==> config.mk <==
export PLATFORM = sky130hd
export DESIGN_NAME = scan_chain_ctrl_flat
export DESIGN_NICKNAME = d
export VERILOG_FILES = /design/src/rtl/scan_pkg.sv /design/src/rtl/scan_chain_ctrl_if.sv /design/src/rtl/scan_word_serdes.sv /design/src/rtl/scan_chain_ctrl.sv /design/src/flat_wrapper.sv
export SDC_FILE = /design/constraint.sdc
export NUM_CORES = 1
export LEC_CHECK = 0
export BUFFER_PORTS_ARGS = -buffer_cell sky130_fd_sc_hd__buf_2
export CORE_MARGIN = 4
export CORE_UTILIZATION = 58
export DETAILED_ROUTE_END_ITERATION = 6
export PLACE_DENSITY = 0.83
export SLEW_MARGIN = 20
export SYNTH_ARGS = -nofsm -noshare
export SYNTH_HDL_FRONTEND = slang
export SYNTH_HIERARCHICAL = 1
export SYNTH_SLANG_ARGS = --single-unit
==> constraint.sdc <==
create_clock -name clk -period 3.8 [get_ports clk]
set_input_delay 1.14 -clock clk [delete_from_list [all_inputs] [get_ports clk]]
set_output_delay 1.14 -clock clk [all_outputs]
set_load 0.05 [all_outputs]
==> src/rtl/scan_pkg.sv <==
// Shared state encoding and sizing helpers for the scan chain sequencer.
package scan_pkg;

    typedef enum logic [2:0] {
        ST_IDLE    = 3'd0,
        ST_CAPTURE = 3'd1,
        ST_LOAD    = 3'd2,
        ST_SHIFT   = 3'd3,
        ST_FLUSH   = 3'd4,
        ST_DONE    = 3'd5
    } state_t;

    // Number of host words needed to cover the whole chain.
    function automatic int unsigned num_words(input int unsigned chain_len,
                                              input int unsigned word_w);
        return (chain_len + word_w - 32'd1) / word_w;
    endfunction

    // Bits carried by the final (possibly partial) word.
    function automatic int unsigned last_word_len(input int unsigned chain_len,
                                                  input int unsigned word_w);
        return chain_len - (num_words(chain_len, word_w) - 32'd1) * word_w;
    endfunction

    // Counter width able to index n values, never narrower than one bit.
    function automatic int unsigned cnt_width(input int unsigned n);
        return (n > 32'd1) ? $clog2(n) : 32'd1;
    endfunction

endpackage

==> src/rtl/scan_chain_ctrl_if.sv <==
// Host-side command / scan-in / scan-out handshake bundle.
interface scan_chain_ctrl_if #(
    parameter int unsigned WORD_W = 8
);
    logic              start_valid;
    logic              start_ready;
    logic              start_capture;
    logic [WORD_W-1:0] in_data;
    logic              in_valid;
    logic              in_ready;
    logic [WORD_W-1:0] out_data;
    logic              out_valid;
    logic              out_ready;
    logic              busy;
    logic              done;

    // Host side.
    modport master (
        output start_valid, start_capture, in_data, in_valid, out_ready,
        input  start_ready, in_ready, out_data, out_valid, busy, done
    );

    // Sequencer side.
    modport slave (
        input  start_valid, start_capture, in_data, in_valid, out_ready,
        output start_ready, in_ready, out_data, out_valid, busy, done
    );
endinterface

==> src/rtl/scan_word_serdes.sv <==
// Word-wide in/out shift registers and bit counter for one scan word.
// Scan-out bits enter at the top of the active word length, so a partial
// last word comes out right-aligned with zeroed high bits.
module scan_word_serdes
    import scan_pkg::*;
#(
    parameter int unsigned CHAIN_LEN = 40,
    parameter int unsigned WORD_W    = 8
) (
    input  logic              clk,
    input  logic              clr_n,
    input  logic              load,
    input  logic              shift_en,
    input  logic              last_word,
    input  logic [WORD_W-1:0] load_data,
    input  logic              sout,
    output logic              sin,
    output logic [WORD_W-1:0] word_out,
    output logic              word_last_bit
);
    localparam int unsigned       LAST_LEN = last_word_len(CHAIN_LEN, WORD_W);
    localparam int unsigned       CNT_W    = cnt_width(WORD_W);
    localparam logic [CNT_W-1:0]  FULL_END = CNT_W'(WORD_W - 1);
    localparam logic [CNT_W-1:0]  LAST_END = CNT_W'(LAST_LEN - 1);
    localparam logic [WORD_W-1:0] FULL_TOP = WORD_W'(1) << (WORD_W - 1);
    localparam logic [WORD_W-1:0] LAST_TOP = WORD_W'(1) << (LAST_LEN - 1);

    logic [WORD_W-1:0] in_shift;
    logic [WORD_W-1:0] out_shift;
    logic [CNT_W-1:0]  bit_cnt;
    logic [WORD_W-1:0] top_bit;

    assign top_bit       = last_word ? LAST_TOP : FULL_TOP;
    assign word_last_bit = (bit_cnt == (last_word ? LAST_END : FULL_END));
    assign sin           = in_shift[0];
    assign word_out      = out_shift;

    // Load a fresh word, or shift one bit each way per enabled cycle.
    always_ff @(posedge clk or negedge clr_n) begin
        if (!clr_n) begin
            in_shift  <= '0;
            out_shift <= '0;
            bit_cnt   <= '0;
        end else if (load) begin
            in_shift  <= load_data;
            out_shift <= '0;
            bit_cnt   <= '0;
        end else if (shift_en) begin
            in_shift  <= in_shift >> 1;
            out_shift <= (out_shift >> 1) | (sout ? top_bit : '0);
            bit_cnt   <= bit_cnt + CNT_W'(1);
        end
    end

endmodule

==> src/rtl/scan_chain_ctrl.sv <==
// Scan chain sequencer: optional capture, then word-wise shift out/in.
// Optional feature macro: SCAN_CHAIN_CAPTURE_EN enables the CAPTURE state.
module scan_chain_ctrl
    import scan_pkg::*;
#(
    parameter int unsigned CHAIN_LEN = 40,
    parameter int unsigned WORD_W    = 8
) (
    input  logic             clk,
    input  logic             clr_n,
    scan_chain_ctrl_if.slave bus,
    output logic             scan_sen,
    output logic             scan_ce,
    output logic             scan_sin,
    input  logic             scan_sout
);
    localparam int unsigned      NW       = num_words(CHAIN_LEN, WORD_W);
    localparam int unsigned      IDX_W    = cnt_width(NW);
    localparam logic [IDX_W-1:0] LAST_IDX = IDX_W'(NW - 1);

    state_t            state;
    logic [IDX_W-1:0]  word_idx;
    logic              last_word;
    logic              word_last_bit;
    logic              serdes_load;
    logic              shift_en;
    logic [WORD_W-1:0] word_out;

    assign last_word   = (word_idx == LAST_IDX);
    assign serdes_load = bus.in_ready && bus.in_valid;
    assign shift_en    = (state == ST_SHIFT);
    assign bus.out_data = word_out;

`ifndef SCAN_CHAIN_CAPTURE_EN
    // Capture request is accepted on the bus but has no effect in this build.
    logic unused_capture;
    assign unused_capture = bus.start_capture;
`endif

    scan_word_serdes #(
        .CHAIN_LEN (CHAIN_LEN),
        .WORD_W    (WORD_W)
    ) u_serdes (
        .clk           (clk),
        .clr_n         (clr_n),
        .load          (serdes_load),
        .shift_en      (shift_en),
        .last_word     (last_word),
        .load_data     (bus.in_data),
        .sout          (scan_sout),
        .sin           (scan_sin),
        .word_out      (word_out),
        .word_last_bit (word_last_bit)
    );

    // Command sequencer; every output is set on the transition into its state.
    always_ff @(posedge clk or negedge clr_n) begin
        if (!clr_n) begin
            state           <= ST_IDLE;
            word_idx        <= '0;
            bus.start_ready <= 1'b1;
            bus.busy        <= 1'b0;
            bus.done        <= 1'b0;
            bus.in_ready    <= 1'b0;
            bus.out_valid   <= 1'b0;
            scan_ce         <= 1'b0;
            scan_sen        <= 1'b0;
        end else begin
            bus.done <= 1'b0;
            case (state)
                ST_IDLE: begin
                    if (bus.start_valid && bus.start_ready) begin
                        word_idx        <= '0;
                        bus.start_ready <= 1'b0;
                        bus.busy        <= 1'b1;
`ifdef SCAN_CHAIN_CAPTURE_EN
                        if (bus.start_capture) begin
                            state    <= ST_CAPTURE;
                            scan_ce  <= 1'b1;
                            scan_sen <= 1'b0;
                        end else begin
                            state        <= ST_LOAD;
                            bus.in_ready <= 1'b1;
                        end
`else
                        state        <= ST_LOAD;
                        bus.in_ready <= 1'b1;
`endif
                    end
                end
`ifdef SCAN_CHAIN_CAPTURE_EN
                ST_CAPTURE: begin
                    state        <= ST_LOAD;
                    scan_ce      <= 1'b0;
                    bus.in_ready <= 1'b1;
                end
`endif
                ST_LOAD: begin
                    if (bus.in_valid) begin
                        state        <= ST_SHIFT;
                        bus.in_ready <= 1'b0;
                        scan_ce      <= 1'b1;
                        scan_sen     <= 1'b1;
                    end
                end
                ST_SHIFT: begin
                    if (word_last_bit) begin
                        state         <= ST_FLUSH;
                        scan_ce       <= 1'b0;
                        scan_sen      <= 1'b0;
                        bus.out_valid <= 1'b1;
                    end
                end
                ST_FLUSH: begin
                    if (bus.out_ready) begin
                        bus.out_valid <= 1'b0;
                        if (last_word) begin
                            state    <= ST_DONE;
                            bus.done <= 1'b1;
                        end else begin
                            state        <= ST_LOAD;
                            word_idx     <= word_idx + IDX_W'(1);
                            bus.in_ready <= 1'b1;
                        end
                    end
                end
                ST_DONE: begin
                    state           <= ST_IDLE;
                    bus.busy        <= 1'b0;
                    bus.start_ready <= 1'b1;
                end
                default: begin
                    state           <= ST_IDLE;
                    bus.busy        <= 1'b0;
                    bus.start_ready <= 1'b1;
                    bus.in_ready    <= 1'b0;
                    bus.out_valid   <= 1'b0;
                    scan_ce         <= 1'b0;
                    scan_sen        <= 1'b0;
                end
            endcase
        end
    end

endmodule

==> src/flat_wrapper.sv <==
// flat-port wrapper written by rule: the top's interface ports become plain ports
module scan_chain_ctrl_flat import scan_pkg::*;
#(
    parameter int unsigned CHAIN_LEN = 40,
    parameter int unsigned WORD_W    = 8
)
  (clk, clr_n, scan_sen, scan_ce, scan_sin, scan_sout, bus_start_valid, bus_start_capture, bus_in_data, bus_in_valid, bus_out_ready, bus_start_ready, bus_in_ready, bus_out_data, bus_out_valid, bus_busy, bus_done);
  scan_chain_ctrl_if #(.WORD_W(WORD_W)) bus_i ();
  input  logic clk;
  input  logic clr_n;
  output logic scan_sen;
  output logic scan_ce;
  output logic scan_sin;
  input  logic scan_sout;
  input wire logic [$bits(bus_i.start_valid)-1:0] bus_start_valid;
  input wire logic [$bits(bus_i.start_capture)-1:0] bus_start_capture;
  input wire logic [$bits(bus_i.in_data)-1:0] bus_in_data;
  input wire logic [$bits(bus_i.in_valid)-1:0] bus_in_valid;
  input wire logic [$bits(bus_i.out_ready)-1:0] bus_out_ready;
  output wire logic [$bits(bus_i.start_ready)-1:0] bus_start_ready;
  output wire logic [$bits(bus_i.in_ready)-1:0] bus_in_ready;
  output wire logic [$bits(bus_i.out_data)-1:0] bus_out_data;
  output wire logic [$bits(bus_i.out_valid)-1:0] bus_out_valid;
  output wire logic [$bits(bus_i.busy)-1:0] bus_busy;
  output wire logic [$bits(bus_i.done)-1:0] bus_done;
  assign bus_i.start_valid = bus_start_valid;
  assign bus_i.start_capture = bus_start_capture;
  assign bus_i.in_data = bus_in_data;
  assign bus_i.in_valid = bus_in_valid;
  assign bus_i.out_ready = bus_out_ready;
  assign bus_start_ready = bus_i.start_ready;
  assign bus_in_ready = bus_i.in_ready;
  assign bus_out_data = bus_i.out_data;
  assign bus_out_valid = bus_i.out_valid;
  assign bus_busy = bus_i.busy;
  assign bus_done = bus_i.done;
  scan_chain_ctrl #(.CHAIN_LEN(CHAIN_LEN), .WORD_W(WORD_W)) u_core (.clk(clk), .clr_n(clr_n), .bus(bus_i), .scan_sen(scan_sen), .scan_ce(scan_ce), .scan_sin(scan_sin), .scan_sout(scan_sout));
endmodule
==> flow_summary.json, run 1 <==
{
  "synth_warnings": 6,
  "final_area_um2": 1740,
  "endpoint_kind": "output port",
  "drt_iter0_drc": 39,
  "drc": 0,
  "required_ps": 2660,
  "crit_buf_inv": 1,
  "cts-htree-levels": 2,
  "overflow": 0,
  "dp_hpwl_mm": 2.06,
  "firstDrtPassIters": 4,
  "tns_ps": 0,
  "layout_common_cells": "dfrtp_1, buf_2, mux2i_1",
  "pin_count": 31,
  "ys_types": 36,
  "gp_congestion": 0.784,
  "fmax_ghz": 0.438,
  "rsz0062_at_grt": "false",
  "dp_slack_ps": 1470,
  "fin_worst_skew_ps": 5.93,
  "synth_area_per_cell_um2": 10.6,
  "post_cts_resized": 0,
  "grt_first_pass_wirelength_mm": 4.93,
  "cp_top_family": "flip-flops",
  "die_h_um": 59.8,
  "post-route-period-util_pct": 60.1,
  "core_area_um2": 2520,
  "setup_viol": 0,
  "ir_drop_uv": 546,
  "antenna_found_initial": 0,
  "p_leak_nw": 0.869,
  "min_path_type": "reg2reg",
  "cp_slowest_cell": "dfstp_2",
  "clk_latency_ps": 320,
  "cp_data_arrival_time_ps": 1140,
  "synth_top_area_cell": "dfrtp_1",
  "crit_chain": "buf_2",
  "num_antenna_cells": 0,
  "cp_max_fo": 4,
  "status": "finished, final reports clean",
  "dieArea_um2": 3570,
  "io_buffer_count": 29,
  "drv_cap": 0,
  "ys_ff_latch": 31,
  "grt_pass1_vias": 1114,
  "start_util_pct": 61.6,
  "grt.total_usage_pct": 18.8,
  "start_kind": "flip-flop",
  "clock_sinks": 31,
  "syn_to_final_growth_pct": 12.0,
  "syn-num-nets": 165,
  "die_w_um": 59.8,
  "nets": 192,
  "worstMarginPinSlew_ps": 808,
  "numCtsBuffers": 5,
  "yosys.area.top_type_share_pct": 48.3,
  "viasPerCell": 5.70,
  "layout_commonest_cell": "dfrtp_1",
  "slowest_delay_ps": 560,
  "placed_area_um2": 1670,
  "slew_viol_final": 0,
  "yosysSeqAreaShare_pct": 50.0,
  "synth_area_um2": 1550,
  "post_drt_wl_per_cell_um": 14.1,
  "clkTransAtPathRegs_ps": 90,
  "clockBufferDepth": 2,
  "vias": 1157,
  "period_needed_ps": 2280,
  "hold_viol": 0,
  "slew_headroom_pct": 46.1,
  "cts_setup_buffers": 0,
  "drive_gt1_share_pct": 23.1,
  "ctsHoldBuffers": 0,
  "synth_area_leaders": "dfrtp_1, mux2i_1, nand2_1, o21ai_0, ha_1",
  "grt_max_degree": 32,
  "cts_root_buf": "clkbuf_4",
  "cts_tree": "built",
  "antenna_left": 0,
  "powerDensity_nw_per_um2": 907,
  "utilization_pct": 69.0,
  "rows": 18,
  "setup_slack_ps": 1520,
  "critPathKind": "reg2out",
  "finalPower_mw": 1.58,
  "synth_cells": 146,
  "wl_mm": 2.86
}
## path summary, 6_finish.rpt
| path | startpoint | endpoint | slack (ps) | cells after the start |
|---|---|---|---|---|
| max | u_core/bus.start_ready | bus_start_ready | 1520 | 1 |
| min | u_core/bus.start_ready | u_core/bus.start_ready | 510 | 2 |
| max reg2reg | u_core/state[0] | u_core/u_serdes/in_shift[0] | 1970 | 4 |
| min reg2reg | u_core/bus.start_ready | u_core/bus.start_ready | 510 | 2 |
| max in group asynchronous | clr_n | u_core/u_serdes/word_out[7] | 2530 | 1 |
| min in group asynchronous | clr_n | u_core/state[0] | 840 | 1 |
## area by class of cell
class	instances	area, um^2
Clock buffer	6	41.3
Sequential cell	31	777
Clock inverter	1	30.0
Multi-Input combinational cell	98	679
Fill cell	202	782
Inverter	8	30.0
Tap cell	30	37.5
Timing Repair Buffer	29	145
## synthesized netlist by cell type (all sizes together)
library cell  count
a211o             1
a21o              3
a21oi             3
a22o              1
a2bb2oi           1
a311o             1
a31oi             1
a32o              3
a32oi             1
a41oi             2
and2              1
and3b             1
and4              1
buf               9
dfrtp            30
dfstp             1
ha                4
inv               8
mux2i            19
nand2            15
nand2b            4
nand3             2
nand3b            1
nand4             1
nor2             14
nor2b             3
nor3b             1
o21ai            11
o22ai             1
o32ai             1
xnor2             1
## layer usage
metal  up-vias  part of all wire (%)  track usage [%]
li1        566                     -                -
met4         0                   1.8             6.65
met3         7                   6.3             7.13
met5         -                     0                0
met1       552                    41             21.6
met2        32                    51             31.6
## kinds of logic after synthesis
kind of cell | count (synthesis) | synth area share, %
xor gates and xnor gates | 1 | 0.564
buffers and inverters | 17 | 6.76
DFF | 31 | 50.0
adders and majority gates | 4 | 3.22
AOI/OAI and AO/OA | 30 | 13.5
muxes | 19 | 12.2
and+or+nand+nor | 44 | 13.7
## power breakdown
group | internal (mW) | leakage, nW | total, mW | switching [mW]
registers | 0.462 | 0.395 | 0.572 | 0.111
clock network | 0.135 | 0.0383 | 0.240 | 0.105
logic | 0.262 | 0.436 | 0.767 | 0.505
total | 0.859 | 0.869 | 1.58 | 0.720
## registers in the layout, indices dropped and copies added (netlist names), 3 cells and up
name,count
u_core/word_idx,3
u_core/u_serdes/bit_cnt,3
u_core/u_serdes/word_out,8
u_core/u_serdes/in_shift,8
u_core/state,3
## per-stage QoR
step / hold slack, ps / std cells
floorplan: 478 / 146
global placement: 480 / 196
detailed placement: 499 / 196
CTS: 513 / 203
global route: 542 / 203
finish: 510 / 203
No activity file was read; power rests on OpenSTA's default activity.
==> run 2: changes to the inputs <==
--- a/config.mk
+++ b/config.mk
@@ -7,9 +7,9 @@
 export LEC_CHECK = 0
 export BUFFER_PORTS_ARGS = -buffer_cell sky130_fd_sc_hd__buf_2
 export CORE_MARGIN = 4
-export CORE_UTILIZATION = 58
+export CORE_UTILIZATION = 54
 export DETAILED_ROUTE_END_ITERATION = 6
-export PLACE_DENSITY = 0.83
+export PLACE_DENSITY = 0.79
 export SLEW_MARGIN = 20
 export SYNTH_ARGS = -nofsm -noshare
 export SYNTH_HDL_FRONTEND = slang
==> constraint.sdc (replaced) <==
create_clock -name clk -period 2.2 [get_ports clk]
set_input_delay 0.66 -clock clk [delete_from_list [all_inputs] [get_ports clk]]
set_output_delay 0.66 -clock clk [all_outputs]
set_load 0.05 [all_outputs]
==> flow_summary.json, run 2 (synthesis results as in run 1) <==
{
  "cts-htree-levels": 2,
  "fin_worst_skew_ps": 12.1,
  "crit_chain": "buf_2",
  "clockBufferDepth": 2,
  "utilization_pct": 62.8,
  "worstMarginPinSlew_ps": 666,
  "rsz0062_at_grt": "false",
  "pin_count": 31,
  "status": "finished, final reports clean",
  "setup_slack_ps": 372,
  "critPathKind": "reg2out",
  "clock_sinks": 31,
  "r2r-start": "u_core/state[0]",
  "num_antenna_cells": 0,
  "reg2regPathDepth": 5,
  "grt_first_pass_wirelength_mm": 4.79,
  "hold_viol": 0,
  "crit_end": "bus_start_ready",
  "start_util_pct": 56.4,
  "clk_latency_ps": 340,
  "cp_num_cells": 1,
  "wl_mm": 2.93,
  "core_area_um2": 2760,
  "grt_pass1_vias": 1043,
  "fmax_ghz": 0.547,
  "r2r-end": "u_core/u_serdes/in_shift[6]",
  "setup_viol": 0,
  "min_path_type": "in2async",
  "holdWs_ps": 336,
  "post_cts_resized": 0,
  "syn_to_final_growth_pct": 11.5,
  "rows": 19,
  "cts_setup_buffers": 0,
  "place_inst": 199,
  "tns_ps": 0,
  "clkTransAtPathRegs_ps": 100,
  "reg2reg_slack_ps": 560,
  "cp_data_arrival_time_ps": 1170,
  "powerDensity_nw_per_um2": 1530,
  "endpoint_kind": "output port",
  "numCtsBuffers": 5,
  "antenna_left": 0,
  "overflow": 0,
  "layout_commonest_cell": "dfrtp_1",
  "die_h_um": 61.6,
  "cp_top_family": "flip-flops",
  "dp_hpwl_mm": 2.03,
  "cts_tree": "built",
  "p_leak_nw": 0.875,
  "grt.total_usage_pct": 17.8,
  "nets": 194,
  "drt_iter0_drc": 74,
  "grt_max_degree": 32,
  "slew_viol_final": 0,
  "slew_headroom_pct": 55.6,
  "critPathLaunch": "u_core/bus.start_ready",
  "ctsHoldBuffers": 0,
  "drc": 0,
  "period_needed_ps": 1830,
  "required_ps": 1540,
  "antenna_found_initial": 0,
  "final_area_um2": 1730,
  "drive_gt1_share_pct": 25.0,
  "vias": 1150,
  "dp_slack_ps": 465,
  "cp_max_fo": 4,
  "cp_slowest_cell": "dfstp_2",
  "drv_cap": 0,
  "crit_buf_inv": 1,
  "viasPerCell": 5.56,
  "firstDrtPassIters": 4,
  "instances_no_fill": 207,
  "start_kind": "flip-flop",
  "finalPower_mw": 2.65,
  "post_drt_wl_per_cell_um": 14.2,
  "die_w_um": 61.6,
  "io_buffer_count": 29,
  "post-route-period-util_pct": 83.1,
  "layout_common_cells": "dfrtp_1, buf_2, mux2i_1",
  "cts_root_buf": "clkbuf_4",
  "placed_area_um2": 1680,
  "slowest_delay_ps": 560,
  "dieArea_um2": 3800,
  "gp_congestion": 0.872,
  "ir_drop_uv": 1040
}
==> run 2: cell count changes in the layout (fill, tap and decap cells not counted) <==
cell	delta
clkbuf_1	-1
buf_4	+2
nor2_4	-1
bufinv_16	-1
nor2_2	+1
clkinv_2	+3
==> run 2: how the worst min path moves through the flow <==
stage,from,end
finish,clr_n,u_core/bus.busy
global placement,u_core/bus.busy,u_core/bus.busy
detailed placement,u_core/bus.busy,u_core/bus.busy
CTS,clr_n,u_core/bus.busy
floorplan,clr_n,u_core/bus.busy
global route,clr_n,u_core/u_serdes/in_shift[2]
==> run 2: cell type report <==
| cell class | count | area [um^2] |
|---|---|---|
| clock buffers | 5 | 37.5 |
| clock inverters | 3 | 15.0 |
| fillers | 246 | 1020 |
| inverters | 8 | 30.0 |
| multi-input cells | 98 | 674 |
| flip-flops and latches | 31 | 777 |
| well taps | 31 | 38.8 |
| repair buffers | 31 | 160 |
==> run 2: layer usage <==
metal	share of wire, %	vias up	track usage [%]
li1	-	567	-
met1	44	546	22.4
met2	48	30	27.4
met3	6.2	7	6.92
met4	1.7	0	7.27
met5	0	-	0
==> run 2: where the power goes <==
group	internal, mW	switching (mW)	total (mW)
registers	0.797	0.191	0.987
logic	0.467	0.876	1.34
clock network	0.119	0.199	0.317
